$ cat config.mk
export PLATFORM = sky130hd
export DESIGN_NAME = npu_inst_fetch
export DESIGN_NICKNAME = d
export VERILOG_FILES = /design/src/rtl/npu_pkg.sv /design/src/rtl/npu_sync_fifo.sv /design/src/rtl/npu_inst_fetch.sv
export SDC_FILE = /design/constraint.sdc
export NUM_CORES = 1
export LEC_CHECK = 0
export ABC_AREA = 1
export BUFFER_PORTS_ARGS = -buffer_cell sky130_fd_sc_hd__buf_2
export CORE_ASPECT_RATIO = 0.75
export CORE_MARGIN = 3
export CORE_UTILIZATION = 45
export CTS_CLUSTER_SIZE = 14
export DETAILED_ROUTE_END_ITERATION = 7
export MAX_ROUTING_LAYER = met4
export PLACE_DENSITY = 0.7
export SYNTH_ARGS = -nofsm -noshare
export SYNTH_HDL_FRONTEND = slang
export SYNTH_SLANG_ARGS = --single-unit
$ cat constraint.sdc
create_clock -name clk -period 2.7 [get_ports clk]
set_clock_uncertainty 0.15 [all_clocks]
set_input_delay 0.54 -clock clk [delete_from_list [all_inputs] [get_ports clk]]
set_output_delay 0.54 -clock clk [all_outputs]
set_load 0.02 [all_outputs]
$ cat src/rtl/npu_pkg.sv
// Shared types and defaults for the NPU front end: instruction word, fetch-unit
// state encoding and the default prefetch depth.
package npu_pkg;

    typedef logic [31:0] instruction_t;

    localparam logic [7:0] OP_NOP  = 8'h00;
    localparam logic [7:0] OP_SYNC = 8'h01;

    typedef enum logic [2:0] {
        IDLE   = 3'd0,
        FETCH  = 3'd1,
        DRAIN  = 3'd2,
        FINISH = 3'd3,
        ABORT  = 3'd4
    } ifu_state_t;

    localparam int IFU_FIFO_DEPTH = 4;

endpackage

$ cat src/rtl/npu_sync_fifo.sv
// Synchronous first-word-fall-through FIFO with flush; simultaneous push and pop
// are accepted at any occupancy, including full.
module npu_sync_fifo #(
    parameter int WIDTH = 32,
    parameter int DEPTH = 4
) (
    input  logic                       clk,
    input  logic                       rst,
    input  logic                       push,
    input  logic                       pop,
    input  logic                       flush,
    input  logic [WIDTH-1:0]           wdata,
    output logic [WIDTH-1:0]           rdata,
    output logic                       full,
    output logic                       empty,
    output logic [$clog2(DEPTH+1)-1:0] count
);

    localparam int PTR_W = $clog2(DEPTH);
    localparam int CNT_W = $clog2(DEPTH + 1);

    logic [WIDTH-1:0] mem_r [DEPTH];
    logic [PTR_W-1:0] rd_ptr_r;
    logic [PTR_W-1:0] wr_ptr_r;
    logic [CNT_W-1:0] count_r;
    logic             do_push_s;
    logic             do_pop_s;

    // A push into a full FIFO is only taken when a pop frees the slot this cycle.
    always_comb begin
        do_pop_s  = pop && (count_r != {CNT_W{1'b0}});
        do_push_s = push && ((count_r != CNT_W'(DEPTH)) || do_pop_s);
    end

    // Pointer and occupancy bookkeeping.
    always_ff @(posedge clk) begin
        if (rst || flush) begin
            rd_ptr_r <= {PTR_W{1'b0}};
            wr_ptr_r <= {PTR_W{1'b0}};
            count_r  <= {CNT_W{1'b0}};
        end else begin
            if (do_push_s) begin
                wr_ptr_r <= wr_ptr_r + PTR_W'(1);
            end
            if (do_pop_s) begin
                rd_ptr_r <= rd_ptr_r + PTR_W'(1);
            end
            case ({do_push_s, do_pop_s})
                2'b10:   count_r <= count_r + CNT_W'(1);
                2'b01:   count_r <= count_r - CNT_W'(1);
                default: count_r <= count_r;
            endcase
        end
    end

    // Storage array; contents are don't-care while empty.
    always_ff @(posedge clk) begin
        if (do_push_s && !flush && !rst) begin
            mem_r[wr_ptr_r] <= wdata;
        end
    end

    assign rdata = (count_r == {CNT_W{1'b0}}) ? {WIDTH{1'b0}} : mem_r[rd_ptr_r];
    assign full  = (count_r == CNT_W'(DEPTH));
    assign empty = (count_r == {CNT_W{1'b0}});
    assign count = count_r;

endmodule

$ cat src/rtl/npu_inst_fetch.sv
// Instruction fetch unit: streams a program from instruction memory through a
// credit-limited prefetch FIFO to the NPU controller.
module npu_inst_fetch
    import npu_pkg::*;
#(
    parameter int ADDR_W          = 18,
    parameter int FIFO_DEPTH      = IFU_FIFO_DEPTH,
    parameter int MAX_OUTSTANDING = 4
) (
    input  logic              clk,
    input  logic              rst,
    input  logic              start,
    input  logic              abort,
    input  logic [ADDR_W-1:0] base_addr,
    input  logic [15:0]       inst_count,
    output logic              busy,
    output logic              done,
    output logic              resp_error,
    output logic [ADDR_W-1:0] pc_out,
    output logic              imem_req,
    output logic [ADDR_W-1:0] imem_addr,
    input  logic              imem_gnt,
    input  logic              imem_rvalid,
    input  instruction_t      imem_rdata,
    output instruction_t      instruction,
    output logic              inst_valid,
    input  logic              inst_ready
);

    localparam int OUT_W = $clog2(MAX_OUTSTANDING + 1);
    localparam int CNT_W = $clog2(FIFO_DEPTH + 1);

    ifu_state_t        state_r, next_state_s;
    logic [ADDR_W-1:0] pc_r;
    logic [15:0]       remaining_issue_r;
    logic [15:0]       remaining_pop_r;
    logic [OUT_W-1:0]  outstanding_r;
    logic              resp_error_r;

    logic [CNT_W-1:0]  fifo_count_s;
    logic              fifo_full_s;
    logic              fifo_empty_s;
    instruction_t      fifo_rdata_s;
    logic              active_s, launch_s, issue_s, grant_s, ret_s;
    logic              push_s, pop_s, flush_s, issue_last_s, pop_last_s;

    // Request credits use registered counts only, so a pop frees a slot one cycle later.
    always_comb begin
        active_s     = (state_r == FETCH) || (state_r == DRAIN);
        launch_s     = (state_r == IDLE) && start && !abort;
        issue_s      = (state_r == FETCH) && (remaining_issue_r != 16'd0) && !fifo_full_s
                       && ((32'(fifo_count_s) + 32'(outstanding_r)) < 32'(FIFO_DEPTH))
                       && (32'(outstanding_r) < 32'(MAX_OUTSTANDING));
        grant_s      = issue_s && imem_gnt;
        ret_s        = imem_rvalid && (outstanding_r != {OUT_W{1'b0}});
        flush_s      = active_s && abort;
        push_s       = ret_s && active_s && !abort;
        pop_s        = active_s && !fifo_empty_s && inst_ready;
        issue_last_s = (remaining_issue_r == 16'd0) || ((remaining_issue_r == 16'd1) && grant_s);
        pop_last_s   = (remaining_pop_r == 16'd0) || ((remaining_pop_r == 16'd1) && pop_s);
    end

    // Next-state logic. An empty program passes through DRAIN so that done follows busy by a cycle.
    always_comb begin
        next_state_s = state_r;
        case (state_r)
            IDLE: begin
                if (launch_s) begin
                    next_state_s = (inst_count == 16'd0) ? DRAIN : FETCH;
                end else begin
                    next_state_s = IDLE;
                end
            end
            FETCH: begin
                if (abort) begin
                    next_state_s = ABORT;
                end else if (issue_last_s) begin
                    next_state_s = DRAIN;
                end else begin
                    next_state_s = FETCH;
                end
            end
            DRAIN: begin
                if (abort) begin
                    next_state_s = ABORT;
                end else if (pop_last_s) begin
                    next_state_s = FINISH;
                end else begin
                    next_state_s = DRAIN;
                end
            end
            FINISH:  next_state_s = IDLE;
            ABORT: begin
                if (outstanding_r == {OUT_W{1'b0}}) begin
                    next_state_s = IDLE;
                end else begin
                    next_state_s = ABORT;
                end
            end
            default: next_state_s = IDLE;
        endcase
    end

    // State, program counter, issue/pop counters and the outstanding-read tally.
    always_ff @(posedge clk) begin
        if (rst) begin
            state_r           <= IDLE;
            pc_r              <= {ADDR_W{1'b0}};
            remaining_issue_r <= 16'd0;
            remaining_pop_r   <= 16'd0;
            outstanding_r     <= {OUT_W{1'b0}};
            resp_error_r      <= 1'b0;
        end else begin
            state_r      <= next_state_s;
            resp_error_r <= imem_rvalid && (outstanding_r == {OUT_W{1'b0}});
            if (launch_s) begin
                pc_r              <= base_addr;
                remaining_issue_r <= inst_count;
                remaining_pop_r   <= inst_count;
            end else begin
                if (grant_s) begin
                    pc_r              <= pc_r + ADDR_W'(1);
                    remaining_issue_r <= remaining_issue_r - 16'd1;
                end
                if (pop_s && (remaining_pop_r != 16'd0)) begin
                    remaining_pop_r <= remaining_pop_r - 16'd1;
                end
            end
            case ({grant_s, ret_s})
                2'b10:   outstanding_r <= outstanding_r + OUT_W'(1);
                2'b01:   outstanding_r <= outstanding_r - OUT_W'(1);
                default: outstanding_r <= outstanding_r;
            endcase
        end
    end

    npu_sync_fifo #(
        .WIDTH ($bits(instruction_t)),
        .DEPTH (FIFO_DEPTH)
    ) u_fifo (
        .clk   (clk),
        .rst   (rst),
        .push  (push_s),
        .pop   (pop_s),
        .flush (flush_s),
        .wdata (imem_rdata),
        .rdata (fifo_rdata_s),
        .full  (fifo_full_s),
        .empty (fifo_empty_s),
        .count (fifo_count_s)
    );

    assign busy        = (state_r != IDLE);
    assign done        = (state_r == FINISH);
    assign resp_error  = resp_error_r;
    assign pc_out      = pc_r;
    assign imem_req    = issue_s;
    assign imem_addr   = pc_r;
    assign instruction = fifo_rdata_s;
    assign inst_valid  = active_s && !fifo_empty_s;

endmodule

# After elaboration in Yosys (flattened, before gate mapping)
# Memories as Yosys holds them, arrays and structs flattened. A register that Yosys moved wholly into a read port is not among the register bits.
# Cells that the tools add are included.
# word_totals
mem_bits_rw	128
memories	1
in_bits	73
output_inout_bits	73
regBits	64
word_cells	101
# classes
n_reduce_logical	46
eq_ne	12
n_addsub	10
n_lt_le_gt_ge	2
mux	21
# mem_list
name	depth	word_bits	read_ports	rd_ports_with_merged_regs	wr	line_no	text
u_fifo.mem_r	4	32	1	1	1	npu_sync_fifo.sv:22	logic [WIDTH-1:0] mem_r [DEPTH];
# op_table
cell	n
16-bit two-way mux	4
16-bit logical NOT	3
18-bit two-way mux	2
16-bit by 1-bit == test with 1-bit output, second input constant	2
32-bit two-way mux	1
16-bit nonzero test	2
16-bit by 1-bit subtractor with 16-bit output, second input constant	2
1-bit logical AND	21
18-bit by 1-bit adder with 18-bit output, second input constant	1
3-bit one-hot mux with 2 select lines	2
3-bit one-hot mux with 4 select lines	1
2-bit two-way mux	5
3-bit logical NOT	3
3-bit two-way mux	3
3-bit nonzero test	3
2-bit nonzero test	4
3-bit by 1-bit adder with 3-bit output, second input constant	2
3-bit by 2-bit == test with 1-bit output, second input constant	2
3-bit == test, second input constant	2
3-bit by 1-bit subtractor with 3-bit output, second input constant	2
1-bit logical NOT	5
1-bit logical OR	5
2-bit by 1-bit adder with 2-bit output, second input constant	2
3-bit by 3-bit adder with 4-bit output	1
other kinds (7)	11

# Longest topological paths before layout
# Gate-level depths: netlist of the first run.
# logic_depth
depth_word	11
depth_mapped	15
mapped_depth_nobuf	14

# Cells and area by module
# From an unflattened synthesis of the first run, not the netlist that was laid out.
# unflattened
cells_unflattened	1113
area_unflattened_um2	9526.6
# modules_own_cells
mod	seq_area_each_um2	area_per_inst_um2	cells_each	n_inst
npu_sync_fifo	4023.9	5471.5	453	1
npu_inst_fetch	1141.1	4055.1	660	1

# Worst setup path before layout of the first run
# OpenSTA, ideal clock, no wires.
# synth_path
path_type	register to register
from	reg state_r[2]
to	mem u_fifo.mem_r[0][0], enable pin
t_arrival_ns	2.367
setup_slack_ns	-0.238
stages_incl_launch_ff	8
path_cell_list	dfxtp_1 > inv_2 > nand2_1 > nor2_2 > nand3_2 > nand2_1 > nand4_1 > nor2_1
# synth_between
elab_chain_cells	11
# synth_rtl
element	line_no	text
start: declaration	npu_inst_fetch.sv:33	ifu_state_t state_r, next_state_s;
start signal: assignment	npu_inst_fetch.sv:114	state_r <= next_state_s;
3-bit by 1-bit == test with 1-bit output or 3-bit by 2-bit == test with 1-bit output (tied branches)	npu_inst_fetch.sv:49	active_s = (state_r == FETCH) || (state_r == DRAIN);
1-bit logical OR *	npu_inst_fetch.sv:49	
1-bit logical AND (2 in a row)	npu_inst_fetch.sv:58	pop_s = active_s && !fifo_empty_s && inst_ready;
1-bit logical AND	npu_sync_fifo.sv:31	do_pop_s = pop && (count_r != {CNT_W{1'b0}});
1-bit logical OR	npu_sync_fifo.sv:32	do_push_s = push && ((count_r != CNT_W'(DEPTH)) || do_pop_s);
1-bit logical AND	npu_sync_fifo.sv:32	
1-bit logical AND * (2 in a row)	npu_sync_fifo.sv:58	if (do_push_s && !flush && !rst) begin
1-bit two-way mux *	npu_sync_fifo.sv:58	
1-bit two-way mux (not written as such) *	npu_sync_fifo.sv:59	mem_r[wr_ptr_r] <= wdata;
end: declaration	npu_sync_fifo.sv:22	
# Mark *: on every way between the ends. The rest lies on a longest branch, timed or not.

# Worst setup path in the final report of the first run
# layout_path
from	reg remaining_issue_r[0]
to	out imem_req
# layout_between
elab_chain_cells	5
# layout_rtl
element	line_no	text
start: declaration	npu_inst_fetch.sv:35	logic [15:0] remaining_issue_r;
start signal: assignment	npu_inst_fetch.sv:118	remaining_issue_r <= inst_count;
start signal: assignment	npu_inst_fetch.sv:123	remaining_issue_r <= remaining_issue_r - 16'd1;
16-bit nonzero test	npu_inst_fetch.sv:51	issue_s = (state_r == FETCH) && (remaining_issue_r != 16'd0) && !fifo_full_s
1-bit logical AND (2 in a row)	npu_inst_fetch.sv:51	
1-bit logical AND	npu_inst_fetch.sv:52	&& ((32'(fifo_count_s) + 32'(outstanding_r)) < 32'(FIFO_DEPTH))
1-bit logical AND	npu_inst_fetch.sv:53	&& (32'(outstanding_r) < 32'(MAX_OUTSTANDING));
end: declaration	npu_inst_fetch.sv:20	output logic imem_req,
# Every way passes these cells.

==> metrics.csv, run 1 <==
stage,metric,value,unit
yosys,netlist_area,0.00954,mm^2
global_route,grt_pass1_wl,36500,um
timing,hold_viol_final,0,
placement,gp_congestion,0.916,
outcome,status,completed,
min_path,whs_path_depth,1,
floorplan,die_h,132,um
detailed_routing,final_antenna_net_count,0,
clock_tree,clock_sinks,194,
timing,final.min_clock_period,2.53,ns
power,p_sw_share,29.6,%
cells_and_area,layout.cells.non_filler,1511,
timing,period_share,93.6,%
global_route,antenna_found_initial,0,
global_route,grt-ovfl-total,0,
cells_and_area,diodes,0,
critical_path,cp_data_required_time,2.01,ns
flow_run,maxCapViolations,0,
power,p_switching,2.06,mW
floorplan,initial_core_util,46.5,%
clock_tree,cts_tree,built,
placement,dp_cells,1477,
power,ir_worst_vdd,0.414,mV
power,pwr-share-clk,36.2,%
floorplan,core,0.0205,mm^2
detailed_routing,met3_length,1450,um
yosys,synth_seq_area_share,54.2,%
power,power_leakage,4.68,nW
min_path,min_path_type,input pin to flop,
critical_path,worstSetupStartpointType,flop,
floorplan,pin_count,146,
detailed_routing,top_layer_used,met4,
global_route,grt_pass1_vias,7033,
yosys,yosys_warnings,0,
global_route,grt_use_total,20.3,%
clock_tree,htree_levels,4,
critical_path,reg2reg_depth,13,
yosys,syn-mean-instance-area,8.73,um^2
detailed_routing,m1WireLength,11000,um
cells_and_area,area_growth,17.1,%
cells_and_area,drive_above_1_share,20.4,%
min_path,holdPathEnd,u_fifo.mem_r[1][13],
clock_tree,cts_root_buf,clkbuf_16,
placement,port_buffers,145,
yosys,synth_cell_types,43,
detailed_routing,vias,7619,
floorplan,dieArea,0.0230,mm^2
clock_tree,clockBufferDepth,2,
power,internal_power,4.89,mW
yosys,syn_nets,1180,
yosys,synth_cells,1092,
yosys,synth.ff_latch_count,194,
detailed_routing,routed_via_density,5.04,
floorplan,dieWidth,174,um
clock_tree,cts_made_buffers,17,
critical_path,worstSetupPathType,flop to primary output,
timing,fmax,0.396,GHz
min_path,worstHoldStart,imem_rdata[13],
clock_tree,clk_latency,0.43,ns
critical_path,crit_path_end_kind,primary output,
floorplan,rows,45,
detailed_routing,met2_length,10000,um
detailed_routing,dr.pass1.iters,5,
timing,relSlewSlack,61.8,%
timing,tightest_slew,0.573,ns
power,power,6.94,mW
critical_path,r2r_start,remaining_issue_r[0],
critical_path,arrival,1.84,ns
detailed_routing,totalWireLength,22700,um
timing,whs,0.161,ns
cells_and_area,nets,1304,
power,p_seq_share,48.2,%
clock_tree,clkTransAtPathRegs,0.08,ns
power,pwr-share-comb,15.6,%
detailed_routing,drt-wirelength-per-cell,15.0,um
placement,dpl.hpwl,15000,um
timing,slew_viol_final,0,
detailed_routing,drcViolationCount,0,
detailed_routing,drt_iter0_drc,676,
critical_path,crit_fanout,5,
timing,setup_viol,0,
global_route,grt_max_degree,65,
critical_path,r2r_end,outstanding_r[2],
power,p_per_area,622,mW/mm^2
critical_path,r2r_slack,0.19,ns
## layer usage
layer,up-vias,global-route usage [%]
met5,-,-
met1,3545,29.0
met3,23,4.40
met4,0,4.29
met2,215,29.8
li1,3836,-
## flip-flops by register name, summed over array words and instances (netlist names), named ones only
| register | cells |
|---|---|
| outstanding_r | 3 |
| u_fifo.wr_ptr_r | 2 |
| resp_error | 1 |
| u_fifo.count | 3 |
| state_r | 3 |
| remaining_pop_r | 16 |
| imem_addr | 18 |
| u_fifo.rd_ptr_r | 2 |
| u_fifo.mem_r | 128 |
| remaining_issue_r | 16 |
## critical path: stages (launching register included)
cell,delay (ns)
dfxtp_1,0.36
inv_1,0.12
ha_2,0.23
nand3_4,0.12
nor2_4,0.18
nand2_2,0.12
nand2_1,0.08
inv_1,0.05
buf_2,0.15
## metrics by stage
stage	TNS [ns]	area (um^2)	worst slack (ns)	util, %
after CTS	0	11100	0.0610	54.3
after detailed placement	0	10500	0.178	51.4
final	0	11200	0.172	54.5
after global placement	0	10500	0.258	51.4
after global routing	-0.0109	11200	-0.0109	54.5
after floorplan	-30.46	9540	-0.238	-
## placed cells by master (no fill, tap or decap), types with 9 or more instances in the layout
master,n
nand3_1,43
edfxtp_1,128
nor3_1,9
clkbuf_16,17
buf_2,145
ha_1,12
inv_1,75
xnor2_1,11
nand2_1,176
a21oi_1,75
dfxtp_1,65
xor2_1,21
o21ai_0,95
buf_4,12
nor2_1,241
## cells in the mapped netlist (all sizes together)
library cell,count,area (um^2)
nor2,255,997
nand2,184,734
edfxtp,128,3840
o21ai,98,498
a21oi,83,445
inv,81,309
dfxtp,66,1320
nand3,48,275
buf,37,253
clkbuf,22,82.6
xor2,21,184
ha,13,163
nor3,13,85.1
xnor2,11,96.3
nand4,8,65.1
clkinv,4,17.5
nand3b,4,30.0
a31oi,3,18.8
or2,3,18.8
and2,2,12.5
fa,2,40.0
nor3b,2,15.0
o21a,2,15.0
o211ai,1,7.51
o21bai,1,7.51
## cell families after synthesis
logic type	synth area share (%)
xor+xnor	2.94
fa+ha+maj	2.13
flops	54.2
simple gates	23.4
compound gates	10.4
buf+inv	6.94
## power by group through the flow
stage / Sequential, mW / Clock (mW) / Combinational, mW
after floorplan: 3.42 / 0 / 0.797
after global routing: 3.36 / 2.70 / 1.22
after global placement: 3.41 / 0 / 1.06
after CTS: 3.34 / 2.56 / 1.08
after detailed placement: 3.41 / 0 / 1.07
final: 3.34 / 2.52 / 1.08
## worst max-delay path by stage
stage                               startpoint                 end  slack [ns]  cells after the start
after floorplan                     state_r[2]  u_fifo.mem_r[0][0]       -0.24                      7
after global placement    remaining_issue_r[0]    outstanding_r[2]        0.26                     13
after detailed placement  remaining_issue_r[0]    outstanding_r[2]        0.18                     13
after CTS                      u_fifo.count[0]     instruction[16]        0.06                      6
after global routing      remaining_issue_r[0]    outstanding_r[2]       -0.01                     13
final                     remaining_issue_r[0]            imem_req        0.17                      8
## final cells by class
class	instances	area [um^2]
Fill cell	1905	9330
Sequential cell	194	5170
Multi-Input combinational cell	754	3750
Timing Repair Buffer	164	956
Clock buffer	17	425
Tap cell	282	353
Inverter	85	330
Clock inverter	15	185
## what timing repair did
| item | 4_1_cts | 5_1_grt |
|---|---|---|
| endpoints found under the hold margin | 0 | 0 |
| hold buffers | 0 | 0 |
| gates resized for setup | 0 | 4 |
| setup buffers | 0 | 2 |
| endpoints found under the setup margin | 0 | 15 |
No activity file was read; power rests on OpenSTA's default activity.
==> run 2: changes to the inputs <==
- SYNTH_HIERARCHICAL: unset -> 1
==> run 2 against run 1 <==
Compared with the run above:
- power increased by 0.88%
- combinational power decreased by 8%
- utilization decreased by 0.067 points
- die area about the same
==> metrics.csv, run 2 <==
stage,metric,value,unit
outcome,status,completed,
cells_and_area,layout.cells.non_filler,1530,
cells_and_area,final_common_cell,nor2_1,
clock_tree,cts_made_buffers,17,
critical_path,crit_fanout,27,
clock_tree,cts_tree,built,
cells_and_area,nets,1323,
timing,rsz0062_at_grt,no,
detailed_routing,drcViolationCount,0,
floorplan,pin_count,146,
power,power,7.00,mW
cells_and_area,final_cell_mix,"238 x nor2_1, 194 x nand2_1, 145 x buf_2",
power,power_leakage,4.68,nW
power,ir_worst_vdd,0.317,mV
timing,fmax,0.394,GHz
clock_tree,holdBufCountCts,0,
yosys,netlist_area,0.00953,mm^2
critical_path,worstSetupStartpointType,flop,
cells_and_area,fill_cells,1877,
yosys,synth.ff_latch_count,194,
floorplan,core,0.0205,mm^2
yosys,synth_seq_area_share,54.2,%
detailed_routing,drt_iter0_drc,599,
critical_path,arrival,1.85,ns
yosys,async_reset_ff_share,0,%
cells_and_area,area_growth,17.0,%
timing,period_share,94.0,%
cells_and_area,fin_util,54.4,%
yosys,synth_cell_types,35,
flow_run,maxCapViolations,0,
detailed_routing,routed_via_density,5.17,
detailed_routing,final_antenna_net_count,0,
floorplan,rows,45,
clock_tree,htree_levels,4,
clock_tree,clock_sinks,194,
detailed_routing,vias,7903,
placement,port_buffers,145,
clock_tree,clockBufferDepth,2,
floorplan,die_h,132,um
global_route,antenna_found_initial,0,
global_route,grt_pass1_vias,7313,
cells_and_area,finish.instance_area,0.0111,mm^2
yosys,synth_commonest_cells,"244 x nor2_1, 194 x nand2_1, 128 x edfxtp_1",
power,p_sw_share,30.1,%
power,p_seq_share,47.3,%
yosys,syn-mean-instance-area,8.56,um^2
detailed_routing,totalWireLength,23000,um
cells_and_area,drive_above_1_share,18.2,%
placement,dp_cells,1498,
yosys,synth_cells,1113,
power,p_switching,2.11,mW
min_path,min_path_type,input pin to flop,
power,pwr-share-clk,38.5,%
yosys,synth_top_area_share,40.3,%
global_route,grt-ovfl-total,0,
detailed_routing,drt-wirelength-per-cell,15.0,um
global_route,grt_pass1_wl,37000,um
power,p_per_area,628,mW/mm^2
yosys,synth.area.top_cells,"edfxtp_1 40%, dfxtp_1 14%, nor2_1 9.6%",
floorplan,dieArea,0.0230,mm^2
timing,final.min_clock_period,2.54,ns
critical_path,worstSetupPathType,flop to primary output,
timing,whs,0.159,ns
timing,hold_viol_final,0,
timing,slew_viol_final,0,
timing,setup_viol,0,
placement,gp_congestion,0.903,
yosys,synth_most_common_cell,nor2_1,
clock_tree,cts_root_buf,clkbuf_16,
placement,placed_cell_area,0.0105,mm^2
clock_tree,clkTransAtPathRegs,0.09,ns
timing,tightest_slew,0.573,ns
critical_path,crit_path_end_kind,primary output,
global_route,grt_max_degree,42,
clock_tree,clk_latency,0.44,ns
detailed_routing,dr.pass1.iters,7,
global_route,grt_use_total,20.5,%
yosys,synth_edf_count,128,
yosys,synth_flop_cell,edfxtp_1,
floorplan,initial_core_util,46.5,%
placement,dpl.hpwl,15200,um
yosys,yosys_warnings,6,
critical_path,cp_data_required_time,2.01,ns
power,internal_power,4.89,mW
yosys,syn_nets,1201,
cells_and_area,regMostFlops,u_fifo/mem_r,
yosys,synth_top_area_cell,edfxtp_1,
cells_and_area,largest_register_ffs,128,
timing,relSlewSlack,61.7,%
floorplan,dieWidth,174,um
power,pwr-share-comb,14.2,%
cells_and_area,diodes,0,
-- run 2: metrics by stage --
stage | setup TNS, ns | setup WS [ns]
after detailed placement | 0 | 0.247
after floorplan | -40.26 | -0.315
final | 0 | 0.162
after global placement | 0 | 0.313
after CTS | 0 | 0.00178
after global routing | 0 | 0.00569
-- run 2: cell type report --
cell class	count	area, um^2	share of cell area, %
flip-flops and latches	194	5170	46.4
multi-input cells	773	3700	33.2
repair buffers	165	962	8.63
clock buffers	17	425	3.82
well taps	282	353	3.16
inverters	84	315	2.83
clock inverters	15	223	2.00
-- run 2: logic make-up after synthesis --
kind of cell               after synthesis  share of synthesized area (%)
and+or+nand+nor                        534                           23.2
AOI/OAI and AO/OA                      199                           10.7
adders and majority gates               15                           2.13
DFF                                    194                           54.2
buffers and inverters                  146                           7.37
xor gates and xnor gates                25                           2.30
-- run 2: layer usage --
layer / share of wire (%) / vias to the layer above / track usage (%)
li1: - / 3906 / -
met1: 47 / 3729 / 27.4
met2: 47 / 241 / 32.3
met3: 5.4 / 27 / 3.91
met4: 1.1 / 0 / 5.27
met5: 0 / - / -
-- run 2: final timing paths --
path         slack (ns)                    end                   from  cells past startpoint
max reg2reg        0.23       outstanding_r[2]   remaining_issue_r[0]                     13
min reg2reg        0.35  remaining_issue_r[14]  remaining_issue_r[14]                      2
max                0.16        instruction[11]                   flop                      6
min                0.16     u_fifo/mem_r[3][0]          imem_rdata[0]                      1
-- run 2: worst max-delay path, cell delays in order, from the launching register on --
cell and delay [ns]:
dfxtp_4 0.52, buf_12 0.22, nor2_1 0.07, nor2_1 0.08, o21ai_1 0.07, a21oi_1 0.24
buf_2 0.22
-- run 2: timing repair --
action,CTS,global route
buffers inserted,0,0
setup endpoints to repair,0,89
resized for setup,0,7
-- run 2: power groups by stage --
stage | clock network (mW) | logic (mW) | registers [mW]
after floorplan | 0 | 0.705 | 3.39
after global placement | 0 | 0.961 | 3.38
after detailed placement | 0 | 0.980 | 3.38
after CTS | 2.74 | 0.987 | 3.31
after global routing | 2.86 | 1.12 | 3.33
final | 2.69 | 0.995 | 3.32
==> run 3: changes to the inputs <==
- PLACE_DENSITY: 0.7 -> 0.72
==> run 3 against run 2 <==
Compared with the run above:
- worst setup slack worse by 0.041 ns
- combinational power is 0.9% lower
- non-clock buffer count increased by 3
- highest routed layer unchanged
==> metrics.csv, run 3 (synthesis results as in run 2) <==
stage,metric,value,unit
cells_and_area,final_cell_mix,"239 x nor2_1, 193 x nand2_1, 145 x buf_2",
critical_path,worstSetupStartpointType,flop,
floorplan,dieWidth,174,um
min_path,holdPathEnd,u_fifo/mem_r[0][7],
timing,whs,0.156,ns
timing,setup_viol,0,
clock_tree,cts_setup_buffers,0,
detailed_routing,drcViolationCount,0,
clock_tree,cts_made_buffers,17,
detailed_routing,drt_iter0_drc,608,
cells_and_area,layout.cells.non_filler,1534,
cells_and_area,final_common_cell,nor2_1,
global_route,grt-ovfl-total,0,
critical_path,reg2reg_depth,13,
critical_path,max_stage_delay,0.38,ns
clock_tree,clock_sinks,194,
power,power_leakage,4.69,nW
placement,place_ws,0.238,ns
timing,period_share,95.5,%
detailed_routing,routed_via_density,5.09,
cells_and_area,largest_register_ffs,128,
cells_and_area,fin_util,54.4,%
floorplan,rows,45,
critical_path,r2r_end,outstanding_r[2],
power,ir_worst_vdd,0.343,mV
detailed_routing,dr.pass1.iters,5,
critical_path,path_cells,"nor2_1, nand2_2, inv_1, buf_4, a21oi_1, buf_2",
global_route,grt_max_degree,43,
global_route,grt_pass1_wl,36200,um
outcome,status,completed,
critical_path,worstSetupPathType,flop to primary output,
cells_and_area,regMostFlops,u_fifo/mem_r,
power,power,7.00,mW
power,p_per_area,628,mW/mm^2
floorplan,core,0.0205,mm^2
global_route,grt_pass1_vias,7080,
timing,slew_viol_final,0,
critical_path,r2r_start,remaining_issue_r[0],
clock_tree,clockBufferDepth,2,
clock_tree,htree_levels,4,
cells_and_area,nets,1326,
placement,port_buffers,145,
cells_and_area,drive_above_1_share,18.4,%
min_path,whs_path_depth,1,
clock_tree,cts_tree,built,
floorplan,pin_count,146,
critical_path,r2r_slack,0.29,ns
clock_tree,holdBufCountCts,0,
critical_path,crit_buf_inv,3,
timing,fin_setup_tns,0,ns
placement,gp_congestion,0.910,
clock_tree,clkTransAtPathRegs,0.09,ns
cells_and_area,finish.instance_area,0.0111,mm^2
floorplan,dieArea,0.0230,mm^2
detailed_routing,drt-wirelength-per-cell,14.6,um
timing,rsz0062_at_grt,no,
detailed_routing,totalWireLength,22500,um
critical_path,worst_path_max_delay_cell,buf_4,
cells_and_area,area_growth,17.0,%
placement,placed_cell_area,0.0105,mm^2
critical_path,cp_data_required_time,2.01,ns
timing,relSlewSlack,62.3,%
placement,dp_cells,1501,
timing,hold_viol_final,0,
detailed_routing,final_antenna_net_count,0,
floorplan,initial_core_util,46.5,%
critical_path,crit_path_end_kind,primary output,
min_path,worstHoldStart,imem_rdata[7],
global_route,grt_use_total,20.0,%
clock_tree,cts_root_buf,clkbuf_16,
global_route,antenna_found_initial,1,
clock_tree,clk_latency,0.44,ns
critical_path,crit_fanout,32,
critical_path,arrival,1.89,ns
min_path,min_path_type,input pin to flop,
placement,dpl.hpwl,14900,um
timing,tightest_slew,0.565,ns
floorplan,die_h,132,um
detailed_routing,vias,7809,
timing,worst_slack,0.121,ns
critical_path,cp_top_family,buffers and inverters,
timing,final.min_clock_period,2.58,ns
timing,fmax,0.388,GHz
flow_run,maxCapViolations,0,
## run 3: changes by cell type in the layout (fill, tap and decap cells not counted), sizes merged
cell    change
diode       +1
buf         +3
inv         +1
clkinv      -1
## run 3: layout make-up
class,count,area (um^2)
Antenna cell,1,2.50
Sequential cell,194,5170
Multi-Input combinational cell,773,3700
Clock buffer,17,425
Clock inverter,15,224
Inverter,84,315
Fill cell,1878,9350
Timing Repair Buffer,168,965
Tap cell,282,353
## run 3: repair_timing
item	in CTS	in global routing
endpoints found under the setup margin	0	8
resized for setup	0	5
endpoints found under the hold margin	0	0
## run 3: metal layers
layer	part of all wire (%)	GRT usage [%]	vias up
li1	-	-	3914
met4	0.93	4.29	0
met2	47	30.6	201
met3	5.0	3.83	18
met1	47	27.8	3676
met5	0	-	-
## run 3: worst register-to-register path, stage by stage (launching register included)
cell	delay [ns]
dfxtp_1	0.35
inv_1	0.07
ha_2	0.24
nand3_4	0.13
nor2_4	0.13
nand2_2	0.10
nand3_4	0.08
ha_1	0.14
inv_1	0.07
fa_1	0.38
a21oi_1	0.15
o21ai_0	0.12
o21ai_1	0.14
a21oi_1	0.05
## run 3: power breakdown
| part | total [mW] | leakage (nW) | switching, mW | internal, mW |
|---|---|---|---|---|
| Clock | 2.70 | 0.313 | 1.38 | 1.32 |
| Sequential | 3.32 | 1.69 | 0.0926 | 3.22 |
| Combinational | 0.986 | 2.68 | 0.627 | 0.359 |
| Total | 7.00 | 4.69 | 2.10 | 4.91 |
## run 3: worst max-delay path by stage
stage,to,cells after the start,start
2_1_floorplan,u_fifo/mem_r[0][0],11,u_fifo/count[1]
3_3_place_gp,u_fifo/mem_r[3][14],7,imem_rvalid
3_5_place_dp,outstanding_r[2],13,remaining_issue_r[0]
4_1_cts,instruction[26],6,flop
5_1_grt,instruction[26],6,u_fifo/count[1]
6_report,instruction[26],6,u_fifo/count[1]
